--- src/rtl/multi_tick_gen_pkg.sv ---
// Shared constants and types for the multi-channel tick generator.
// Rate constants assume a 100 MHz system clock.
package multi_tick_pkg;

    // Default counter width and reset divide value
    localparam int CNT_W_DEF   = 32;
    localparam int DIV_RST_DEF = 100000000;

    // Common divide values at 100 MHz
    localparam int DIV_1HZ   = 100000000;
    localparam int DIV_2HZ   = 50000000;
    localparam int DIV_400HZ = 250000;

    // Why a configuration write was rejected
    typedef enum logic [1:0] {
        ERR_NONE = 2'd0,
        BAD_DIV  = 2'd1,
        BAD_CH   = 2'd2
    } cfg_err_e;

    // Channel-select width; a single channel still gets a 1-bit select
    function automatic int ch_w(input int n);
        return (n > 1) ? $clog2(n) : 1;
    endfunction

    // Classify a configuration write against the channel count
    function automatic cfg_err_e classify_write(input int ch, input int num_ch,
                                                input logic div_is_zero);
        if (ch >= num_ch) begin
            return BAD_CH;
        end
        if (div_is_zero) begin
            return BAD_DIV;
        end
        return ERR_NONE;
    endfunction

endpackage

--- src/rtl/multi_tick_gen_if.sv ---
// Control/status bundle of the tick generator: config writes, enables,
// phase sync and the per-channel tick/square outputs.
interface multi_tick_gen_if
    import multi_tick_pkg::*;
#(
    parameter int NUM_CH = 4,
    parameter int CNT_W  = CNT_W_DEF
);
    localparam int CH_W = ch_w(NUM_CH);

    logic                cfg_we;
    logic [CH_W-1:0]     cfg_ch;
    logic [CNT_W-1:0]    cfg_div;
    logic [NUM_CH-1:0]   ch_en;
    logic                sync;
    logic [NUM_CH-1:0]   tick_o;
    logic [NUM_CH-1:0]   sq_o;
    logic                cfg_err;

    // Side that programs the block and consumes its enables
    modport master (
        output cfg_we, cfg_ch, cfg_div, ch_en, sync,
        input  tick_o, sq_o, cfg_err
    );

    // The tick generator itself
    modport slave (
        input  cfg_we, cfg_ch, cfg_div, ch_en, sync,
        output tick_o, sq_o, cfg_err
    );

endinterface

--- src/rtl/multi_tick_gen_chan.sv ---
// One divider channel: free-running counter against an active divide
// value, with a shadow register that is only applied at a wrap (or while
// idle / on sync) so the output period never glitches.
module multi_tick_chan
    import multi_tick_pkg::*;
#(
    parameter int               CNT_W   = CNT_W_DEF,
    parameter logic [CNT_W-1:0] DIV_RST = CNT_W'(DIV_RST_DEF)
) (
    input  logic             clk,
    input  logic             rst,
    input  logic             en,
    input  logic             sync,
    input  logic             wr,
    input  logic [CNT_W-1:0] wr_div,
    output logic             tick,
    output logic             sq
);

    logic [CNT_W-1:0] cnt_reg;
    logic [CNT_W-1:0] div_act_reg;
    logic [CNT_W-1:0] div_shadow_reg;
    logic             pend_reg;
    logic             tick_reg;
    logic             sq_reg;
    logic             wrap;

    // Greater-or-equal rather than equal: after an idle-time apply of a
    // smaller divide the held count may already be past the new end, and
    // this folds it straight into a wrap instead of running to overflow.
    assign wrap = (cnt_reg >= (div_act_reg - CNT_W'(1)));

    // Counter, divide registers and registered outputs
    always_ff @(posedge clk or negedge rst) begin
        if (!rst) begin
            cnt_reg        <= '0;
            div_act_reg    <= DIV_RST;
            div_shadow_reg <= DIV_RST;
            pend_reg       <= 1'b0;
            tick_reg       <= 1'b0;
            sq_reg         <= 1'b0;
        end else begin
            if (sync) begin
                // Phase restart dominates everything; pending value lands now
                cnt_reg  <= '0;
                tick_reg <= 1'b0;
                sq_reg   <= 1'b0;
                if (pend_reg) begin
                    div_act_reg <= div_shadow_reg;
                    pend_reg    <= 1'b0;
                end
            end else if (en) begin
                if (wrap) begin
                    cnt_reg  <= '0;
                    tick_reg <= 1'b1;
                    sq_reg   <= ~sq_reg;
                    if (pend_reg) begin
                        div_act_reg <= div_shadow_reg;
                        pend_reg    <= 1'b0;
                    end
                end else begin
                    cnt_reg  <= cnt_reg + CNT_W'(1);
                    tick_reg <= 1'b0;
                end
            end else begin
                // Idle: hold count and square, safe to apply at once
                tick_reg <= 1'b0;
                if (pend_reg) begin
                    div_act_reg <= div_shadow_reg;
                    pend_reg    <= 1'b0;
                end
            end

            // A new write always re-arms pend, so a value written on the
            // same cycle as a wrap waits for the following wrap.
            if (wr) begin
                div_shadow_reg <= wr_div;
                pend_reg       <= 1'b1;
            end
        end
    end

    assign tick = tick_reg;
    assign sq   = sq_reg;

endmodule

--- src/rtl/multi_tick_gen.sv ---
// Multi-channel clock-enable generator: decodes config writes onto the
// addressed channel, flags rejected writes, and fans sync out to all
// channels.
module multi_tick_gen
    import multi_tick_pkg::*;
#(
    parameter int               NUM_CH  = 4,
    parameter int               CNT_W   = CNT_W_DEF,
    parameter logic [CNT_W-1:0] DIV_RST = CNT_W'(DIV_RST_DEF)
) (
    input  logic          clk,
    input  logic          rst,
    multi_tick_gen_if.slave bus
);

    logic [NUM_CH-1:0] wr_vec;
    logic [NUM_CH-1:0] tick_vec;
    logic [NUM_CH-1:0] sq_vec;
    cfg_err_e          err_cause;
    logic              wr_ok;
    logic              cfg_err_reg;

    // Validate the incoming write: channel in range and non-zero divide
    always_comb begin
        err_cause = ERR_NONE;
        if (bus.cfg_we) begin
            err_cause = classify_write(int'(bus.cfg_ch), NUM_CH, (bus.cfg_div == '0));
        end
    end

    assign wr_ok = bus.cfg_we && (err_cause == ERR_NONE);

    // One-cycle error pulse for any rejected write
    always_ff @(posedge clk or negedge rst) begin
        if (!rst) begin
            cfg_err_reg <= 1'b0;
        end else begin
            cfg_err_reg <= (err_cause != ERR_NONE);
        end
    end

    for (genvar gi = 0; gi < NUM_CH; gi++) begin : g_ch
        assign wr_vec[gi] = wr_ok && (int'(bus.cfg_ch) == gi);

        multi_tick_chan #(
            .CNT_W   (CNT_W),
            .DIV_RST (DIV_RST)
        ) u_chan (
            .clk    (clk),
            .rst    (rst),
            .en     (bus.ch_en[gi]),
            .sync   (bus.sync),
            .wr     (wr_vec[gi]),
            .wr_div (bus.cfg_div),
            .tick   (tick_vec[gi]),
            .sq     (sq_vec[gi])
        );
    end

    assign bus.tick_o  = tick_vec;
    assign bus.sq_o    = sq_vec;
    assign bus.cfg_err = cfg_err_reg;

endmodule

--- src/flat_wrapper.sv ---
// flat-port wrapper written by rule: the top's interface ports become plain ports
module multi_tick_gen_flat import multi_tick_pkg::*;
#(
    parameter int               NUM_CH  = 4,
    parameter int               CNT_W   = CNT_W_DEF,
    parameter logic [CNT_W-1:0] DIV_RST = CNT_W'(DIV_RST_DEF)
)
  (clk, rst, bus_cfg_we, bus_cfg_ch, bus_cfg_div, bus_ch_en, bus_sync, bus_tick_o, bus_sq_o, bus_cfg_err);
  multi_tick_gen_if #(.NUM_CH(NUM_CH), .CNT_W(CNT_W)) bus_i ();
  input  logic clk;
  input  logic rst;
  input wire logic [$bits(bus_i.cfg_we)-1:0] bus_cfg_we;
  input wire logic [$bits(bus_i.cfg_ch)-1:0] bus_cfg_ch;
  input wire logic [$bits(bus_i.cfg_div)-1:0] bus_cfg_div;
  input wire logic [$bits(bus_i.ch_en)-1:0] bus_ch_en;
  input wire logic [$bits(bus_i.sync)-1:0] bus_sync;
  output wire logic [$bits(bus_i.tick_o)-1:0] bus_tick_o;
  output wire logic [$bits(bus_i.sq_o)-1:0] bus_sq_o;
  output wire logic [$bits(bus_i.cfg_err)-1:0] bus_cfg_err;
  assign bus_i.cfg_we = bus_cfg_we;
  assign bus_i.cfg_ch = bus_cfg_ch;
  assign bus_i.cfg_div = bus_cfg_div;
  assign bus_i.ch_en = bus_ch_en;
  assign bus_i.sync = bus_sync;
  assign bus_tick_o = bus_i.tick_o;
  assign bus_sq_o = bus_i.sq_o;
  assign bus_cfg_err = bus_i.cfg_err;
  multi_tick_gen #(.NUM_CH(NUM_CH), .CNT_W(CNT_W), .DIV_RST(DIV_RST)) u_core (.clk(clk), .rst(rst), .bus(bus_i));
endmodule
--- config.mk ---
export PLATFORM = sky130hd
export DESIGN_NAME = multi_tick_gen_flat
export DESIGN_NICKNAME = d
export VERILOG_FILES = /design/src/rtl/multi_tick_gen_pkg.sv /design/src/rtl/multi_tick_gen_if.sv /design/src/rtl/multi_tick_gen_chan.sv /design/src/rtl/multi_tick_gen.sv /design/src/flat_wrapper.sv
export SDC_FILE = /design/constraint.sdc
export NUM_CORES = 1
export LEC_CHECK = 0
export ABC_AREA = 1
export BUFFER_PORTS_ARGS = -buffer_cell sky130_fd_sc_hd__buf_2
export CORE_MARGIN = 2
export CORE_UTILIZATION = 58
export DETAILED_ROUTE_END_ITERATION = 10
export PLACE_DENSITY_LB_ADDON = 0.05
export REMOVE_ABC_BUFFERS = 1
export SLEW_MARGIN = 0
export SYNTH_ARGS = -nofsm -noshare
export SYNTH_HDL_FRONTEND = slang
export SYNTH_SLANG_ARGS = --single-unit
--- constraint.sdc ---
create_clock -name clk -period 3.3 [get_ports clk]
set_clock_uncertainty 0.05 [all_clocks]
set_input_delay 0.33 -clock clk [delete_from_list [all_inputs] [get_ports clk]]
set_output_delay 0.33 -clock clk [all_outputs]
set_load 0.1 [all_outputs]
==> results.md, run 1 <==
* Status: finished, violations left
* Failing checks: negative setup slack
* Setup TNS at -774 ps
* GRT overflow at 0
* Slew Viols, Final at 0
* Unrepaired setup endpoints after global routing: true
* Tightest Pin Transition at around 930 ps
* Worst EP required at 3760 ps
* CP max FO at 8
* R2r endpoint: u_core.g_ch[1].u_chan.div_act_reg[12]
* Clock root cell: clkbuf_16
* Pre-Repair DR Iteration Count at 6
* Setup violators final at 46
* Skew-Pair Late Insertion Delay at 580 ps
* Compound-gate portion of the synthesized area at a little over 5%
* Peak Freq at approximately 300 MHz
* IO Port Bufs at 50
* CTS clk-pin slew, worst paths at approximately 60 ps
* CTS Buffer Depth at 3
* Commonest non-fill, non-tap cell in the layout: nand2_1
* Chip height at approximately 210 µm
* Ratio of cells with drive above 1 in the final layout at roughly a fifth
* Top-area cell type share of the netlist area at 30.4%
* Row cnt at 75
* Critical Path Source Type: flip-flop
* Inst Count DP at 3823
* Fin nets at 3574
* Simple-gate share of the synthesized area at 33.1%
* Worst setup margin at -44.9 ps
* Crit end category: flip-flop
* DPL Wire Length at 47.2 mm
* Synth cell types at 41
* CTS tree: yes
* Peak supply drop at between 0.4 and 0.5 mV
* WP data arrival at about 3800 ps
* Max H-tree Level at 2
* GR Util All Layers at 29.9%
* Seq/Total Area, Yosys at between 40% and 50%
* Pwr Total at 16.5 mW
* Die W at about 210 µm
* Antenna Nets Post-Route at 0
* Area contributors post-synth: dfrtp_1 30%, nand2_1 16%, dfstp_2 10%, ha_1 6.9%, xor2_1 5.4%
* R2R setup slack at -40 ps
* Cell Pwr Density at 560 nW/µm²
* Initial antenna violation count at 0
* Routed length per instance at ~18 µm
* Post-route insts no fill at roughly 4000
* Adder-Cell Fraction of Synth Area at 6.88%
* Cell taking the most area after synthesis: dfrtp_1
* Core Util, Final at 70.3%
* Crit share post-route at 101%
* Num CTS Buffers at 44
* Leakage power at 13.8 nW
* Avg Vias per Cell at around 5.8
* Die ar. at 44300 µm²
* Final min period at ~3300 ps
* Detailed-route wire length at ~70 mm
* Largest family of logic cells by synthesized area: simple AND/OR/NAND/NOR gates
* Synth Register Bits at a little under 400
* CP endpoint: u_core.g_ch[1].u_chan.div_act_reg[12]
* CTS sink count at roughly 400
* Commonest non-fill, non-tap cells in the layout: 887 x nand2_1, 297 x dfrtp_1, 295 x nor2_1
* Synth Area in XOR/XNOR at 7.47%
* Netlist Area Pre-Place at 24700 µm²
* Critical Path Source: u_core.g_ch[1].u_chan.div_act_reg[0]
* Syn avg cell area at around 7.5 µm²
* First-pass GRT wire length at between 100 and 150 mm
* Area grow syn2layout at 19.4%
* WS Path Type: flip-flop to flip-flop
* Num ports at 51
* Largest net degree at the start of global routing at 72
* Mux cell area share after synthesis at 0%
* Cells after Synth at around 3300
* Core Region at between 40000 and 50000 µm²
* Worst slew margin at 37.9%
* Worst Hold Class: input port to flip-flop
* Initial Utilization at around 60%
* ANT cells at 0
* DR iter-0 viols at around 2300
* Max-cap violations at 0
* Reg2Reg Depth at 19
* Yosys warns at 0
* Min-delay src: bus_cfg_div[18]
* Fin Hold WS at roughly 34 ps
* Worst flop-to-flop path startpoint: u_core.g_ch[1].u_chan.div_act_reg[0]
* Via count at 22900
* Gp weighted congestion at around 0.94
* Final hold viol count at 0
* Vias in the first global route at approximately 21000
* DRC viols at 0
==> where the power goes <==
| part | switching, mW | internal, mW |
|---|---|---|
| clock | 2.11 | 3.05 |
| sequential | 0.840 | 5.74 |
| combinational | 2.84 | 1.95 |
| total | 5.79 | 10.7 |
==> Yosys cell counts <==
cell	number
ha_1	136
o21a_1	7
nand4_2	2
nor2_2	6
nor2_4	4
nor4_1	16
a21oi_1	45
nor3_2	2
or2_0	2
inv_1	292
nor3b_1	1
clkbuf_1	50
or3_1	1
nand3_4	1
nand2_1	1035
nand2_2	1
o21ai_1	9
dfrtp_1	301
clkinv_1	1
xnor2_1	57
a21boi_0	4
dfstp_2	96
o21bai_1	13
o21ai_0	44
buf_1	6
o22ai_1	77
and2_1	1
nand3b_1	1
buf_2	54
nand4_1	186
or2_2	3
nor2_1	339
and3_1	4
nand3_1	194
nand3_2	7
a21o_1	12
xor2_1	154
buf_4	14
inv_2	1
a21oi_2	3
nor3_1	98
==> critical path, stage by stage (launching register included) <==
cell	delay, ps
dfrtp_1	380
inv_2	60
buf_4	110
nand4_1	150
nor2_2	230
nand2_2	140
nor3_4	280
nand3_2	130
xnor2_2	190
inv_2	60
ha_4	220
a21oi_2	140
o21a_1	130
nand2_1	60
a21oi_2	220
nand3_4	240
nand2_8	190
clkbuf_16	170
nand2_1	60
nand2_1	70
==> cells by family after synthesis <==
group | count (synthesis)
simple gates | 1904
buf+inv | 418
flops | 397
compound gates | 214
xor+xnor | 211
fa+ha+maj | 136
==> through the flow <==
step	setup slack, ps	area, µm²
3_3_place_gp	-11.0	25800
4_1_cts	-28.6	27400
6_report	-44.9	29600
3_5_place_dp	-56.8	25800
2_1_floorplan	-975	24200
5_1_grt	-192	29600
==> how the worst min path moves through the flow <==
stage | to | slack, ps | cells past startpoint
CTS | u_core.g_ch[2].u_chan.div_shadow_reg[26] | 7 | 3
global placement | u_core.g_ch[1].u_chan.cnt_reg[25] | 300 | 1
global route | u_core.g_ch[2].u_chan.div_shadow_reg[24] | 30 | 3
detailed placement | u_core.g_ch[1].u_chan.cnt_reg[24] | 300 | 1
finish | u_core.g_ch[2].u_chan.div_shadow_reg[18] | 30 | 3
floorplan | u_core.bus.cfg_err | -20 | 0
==> metal layers <==
layer	wire, µm	GRT usage (%)
met4	1870	8.60
met5	0	0
met1	29800	41.2
met2	34000	49.2
met3	4990	4.62
==> what timing repair did <==
action,in CTS,in global routing
hold buffers,1,0
endpoints found under the setup margin,101,263
resized for setup,7,395
buffers inserted,0,45
gates cloned,0,21
endpoints found under the hold margin,55,0
pin swaps,0,113
==> layout make-up <==
class,count,area [µm²]
timing repair buffer,194,1920
sequential,397,10100
clock inverter,17,225
inverter,294,1110
multi-input combinational,2465,14300
fill,3411,12500
tap,539,674
clock buffer,62,1260
Note: power is estimated with default switching activity, not from simulation.
==> run 2, diff against run 1 <==
- GPL_TIMING_DRIVEN: not set -> 0
==> run 2 against run 1 <==
Net effect: the run ends with max-capacitance violations, max-slew violations, negative setup slack left; combinational power rose by 1%; register-to-register slack worse by 130 ps; largest power group unchanged; critical path depth is 1 higher; die area stayed put; non-clock buffer count is 3 higher; via count rose by 2.6%; sequential share of layout area shrank 1.3 points; wire length grew 8.9%; largest cell class unchanged.
==> results.md, run 2 (same netlist as run 1, synthesis figures left out) <==
* # fillers at 3173 (-7.0%)
* Worst flop-to-flop path startpoint: u_core.g_ch[3].u_chan.div_act_reg[0]
* CTS Buffer Depth at 3 (unchanged)
* Final min period at 3480 ps (+135 ps)
* Commonest non-fill, non-tap cell in the layout: nand2_1
* Status: finished, violations left
* Final hold viol count at 0 (unchanged)
* Detailed-route wire length at 76.9 mm (+8.9%)
* Routed length per instance at 19.2 µm (+7.9%)
* Unrepaired setup endpoints after global routing: true
* R2r endpoint: u_core.g_ch[3].u_chan.div_act_reg[13]
* Row cnt at 75 (unchanged)
* CP max FO at 8 (unchanged)
* Clock root cell: clkbuf_16
* GR Util All Layers at 33.2% (+3.3 points)
* Commonest non-fill, non-tap cells in the layout: 897 x nand2_1, 293 x dfrtp_1, 289 x nor2_1
* Num ports at 51 (unchanged)
* Max-cap violations at 1 (+1)
* Initial antenna violation count at 0 (unchanged)
* Chip height at 211 µm (unchanged)
* Cell Pwr Density at 547 nW/µm² (-2.3%)
* Sequential Area at 10100 µm² (about the same)
* Critical Path Source Type: flip-flop
* Reg2Reg Depth at 20 (+1)
* Cells along the critical path: inv_2 > ha_4 > nand3_4 > buf_6 > nor3_4 > nand2_2 > nor2_4 > xnor2_2 > ha_1 > nand2_2 > nor2_2 > nand4_1 > buf_4 > a21oi_4 > nor2_4 > buf_12 > buf_12 > nand3_4 > nand3_2 > nand2_1
* Pre-Repair DR Iteration Count at 6 (unchanged)
* DR iter-0 viols at 2092 (-9.6%)
* Antenna Nets Post-Route at 0 (unchanged)
* CTS tree: yes
* IO Port Bufs at 50 (unchanged)
* Via count at 23500 (+2.6%)
* Die W at 211 µm (unchanged)
* GRT overflow at 0 (unchanged)
* Largest net degree at the start of global routing at 101 (+40%)
* R2R setup slack at -180 ps (-130 ps)
* WHS Path Cells at 3 (unchanged)
* CTS clk-pin slew, worst paths at 60 ps (about the same)
* Gp weighted congestion at 0.930 (-1.4%)
* Failing checks: max-capacitance violations, max-slew violations, negative setup slack
* Tightest Pin Transition at 1540 ps (+605 ps)
* Setup violators final at 108 (+130%)
* Footprint of the multi-input gates at 15400 µm² (+7.4%)
* Crit share post-route at 105% (+4.1 points)
* Leakage power at 14.1 nW (+1.8%)
* Area grow syn2layout at 24.1%
* CP max stage cell: dfrtp_1
* Peak Freq at 287 MHz (-3.9%)
* Pre-CTS setup slack at -2420 ps (-2370 ps)
* Vias in the first global route at 22600 (+7.1%)
* CTS sink count at 397 (unchanged)
* DRC viols at 0 (unchanged)
* Worst slew margin at -2.78% (-41 points)
* Max H-tree Level at 2 (unchanged)
* Fin Hold WS at 26.4 ps (-7.59 ps)
* Num CTS Buffers at 45 (+2.3%)
* Worst Hold Class: input port to flip-flop
* WP data arrival at 3960 ps (+150 ps)
* Avg Vias per Cell at 5.86 (+1.6%)
* Min-delay src: bus_cfg_div[23]
* Fin nets at 3608 (+0.95%)
* Worst setup margin at -180 ps (-135 ps)
* Peak supply drop at 0.452 mV (-4.9%)
* WS Path Type: flip-flop to flip-flop
* First-pass GRT wire length at 117 mm (+9.2%)
* DPL Wire Length at 46.0 mm (-2.4%)
* Slew Viols, Final at 12 (+12)
* Die ar. at 44300 µm² (unchanged)
* Initial Utilization at 58.9% (unchanged)
* Core Region at 42000 µm² (unchanged)
* Skew-Pair Late Insertion Delay at 600 ps (+20 ps)
* Worst Hold Path EP: u_core.g_ch[3].u_chan.div_shadow_reg[23]
* Max stage delay on crit path at 410 ps (+30 ps)
* Ratio of cells with drive above 1 in the final layout at 23.2% (+4.0 points)
* Worst EP required at 3780 ps (+20 ps)
* Crit end category: flip-flop
==> run 2: cell types whose count changed in the layout (fill, tap and decap cells not counted), sizes merged <==
cell,previous run,this run
clkinvlp,3,0
nand3,202,222
clkinv,9,13
buf,177,194
diode,0,1
nand2,1036,1046
clkbuf,78,68
bufinv,5,4
==> run 2: repair_timing <==
action                     in CTS  in global routing
hold buffers                    1                  0
setup buffers                  69                 68
setup endpoints to repair     256                266
resized for setup             166                396
hold endpoints to repair       50                  0
cloned                         22                 13
pin swaps                      61                161
==> run 2: per-stage QoR <==
| step | cell area, µm² | std cells | setup TNS (ps) | power, mW | util [%] |
|---|---|---|---|---|---|
| floorplan | 24200 | 3156 | -240820 | 9.09 | - |
| global placement | 25100 | 3745 | -2898740 | 9.94 | 59.7 |
| detailed placement | 25300 | 3755 | -439830 | 10.2 | 60.3 |
| CTS | 28500 | 3929 | -103 | 16.1 | 67.9 |
| global route | 30700 | 4005 | -44210 | 17.7 | 73.1 |
| finish | 30700 | 4006 | -7350 | 16.8 | 73.1 |
==> run 2: worst max-delay path: cells and delay by family, from the launching register on <==
kind | cells | cell delay (ps)
AOI/OAI and AO/OA | 1 | 130
adders and majority gates | 2 | 450
xor gates and xnor gates | 1 | 70
DFF | 1 | 410
and+or+nand+nor | 11 | 1610
buffers and inverters | 5 | 660
==> run 2: area by class of cell <==
class / count / area share (%)
clock buffer: 66 / 4.46
multi-input combinational: 2495 / 50.1
antenna: 1 / 0.00815
timing repair buffer: 197 / 6.30
inverter: 294 / 3.59
sequential: 397 / 32.8
clock inverter: 17 / 0.627
tap: 539 / 2.20
==> run 2: routing by layer <==
layer  global-route usage (%)  up-vias  part of all wire (%)  routed length [µm]
met5                        0        -                     0                   0
met4                     12.3        0                   3.3                2510
met3                     6.05      186                   6.6                5090
met2                     53.4      770                    47               36500
met1                     44.9    11400                    43               32900
li1                         -    11100                     -                   -
==> run 2: worst max path at each step <==
stage,from,end
after floorplan,bus_cfg_div[9],u_core.g_ch[0].u_chan.pend_reg
after global placement,rst,u_core.g_ch[3].u_chan.cnt_reg[3]
after detailed placement,u_core.g_ch[2].u_chan.div_act_reg[0],u_core.g_ch[2].u_chan.div_act_reg[4]
after CTS,u_core.g_ch[1].u_chan.div_act_reg[1],u_core.g_ch[1].u_chan.div_act_reg[25]
after global routing,u_core.g_ch[3].u_chan.div_act_reg[0],u_core.g_ch[3].u_chan.div_act_reg[21]
final,u_core.g_ch[3].u_chan.div_act_reg[0],u_core.g_ch[3].u_chan.div_act_reg[13]
==> run 2: report_power, final <==
| part | internal [mW] | leakage, nW | switching [mW] |
|---|---|---|---|
| clock | 3.19 | 0.780 | 2.16 |
| sequential | 5.74 | 4.98 | 0.846 |
| combinational | 1.92 | 8.32 | 2.93 |
| total | 10.9 | 14.1 | 5.94 |
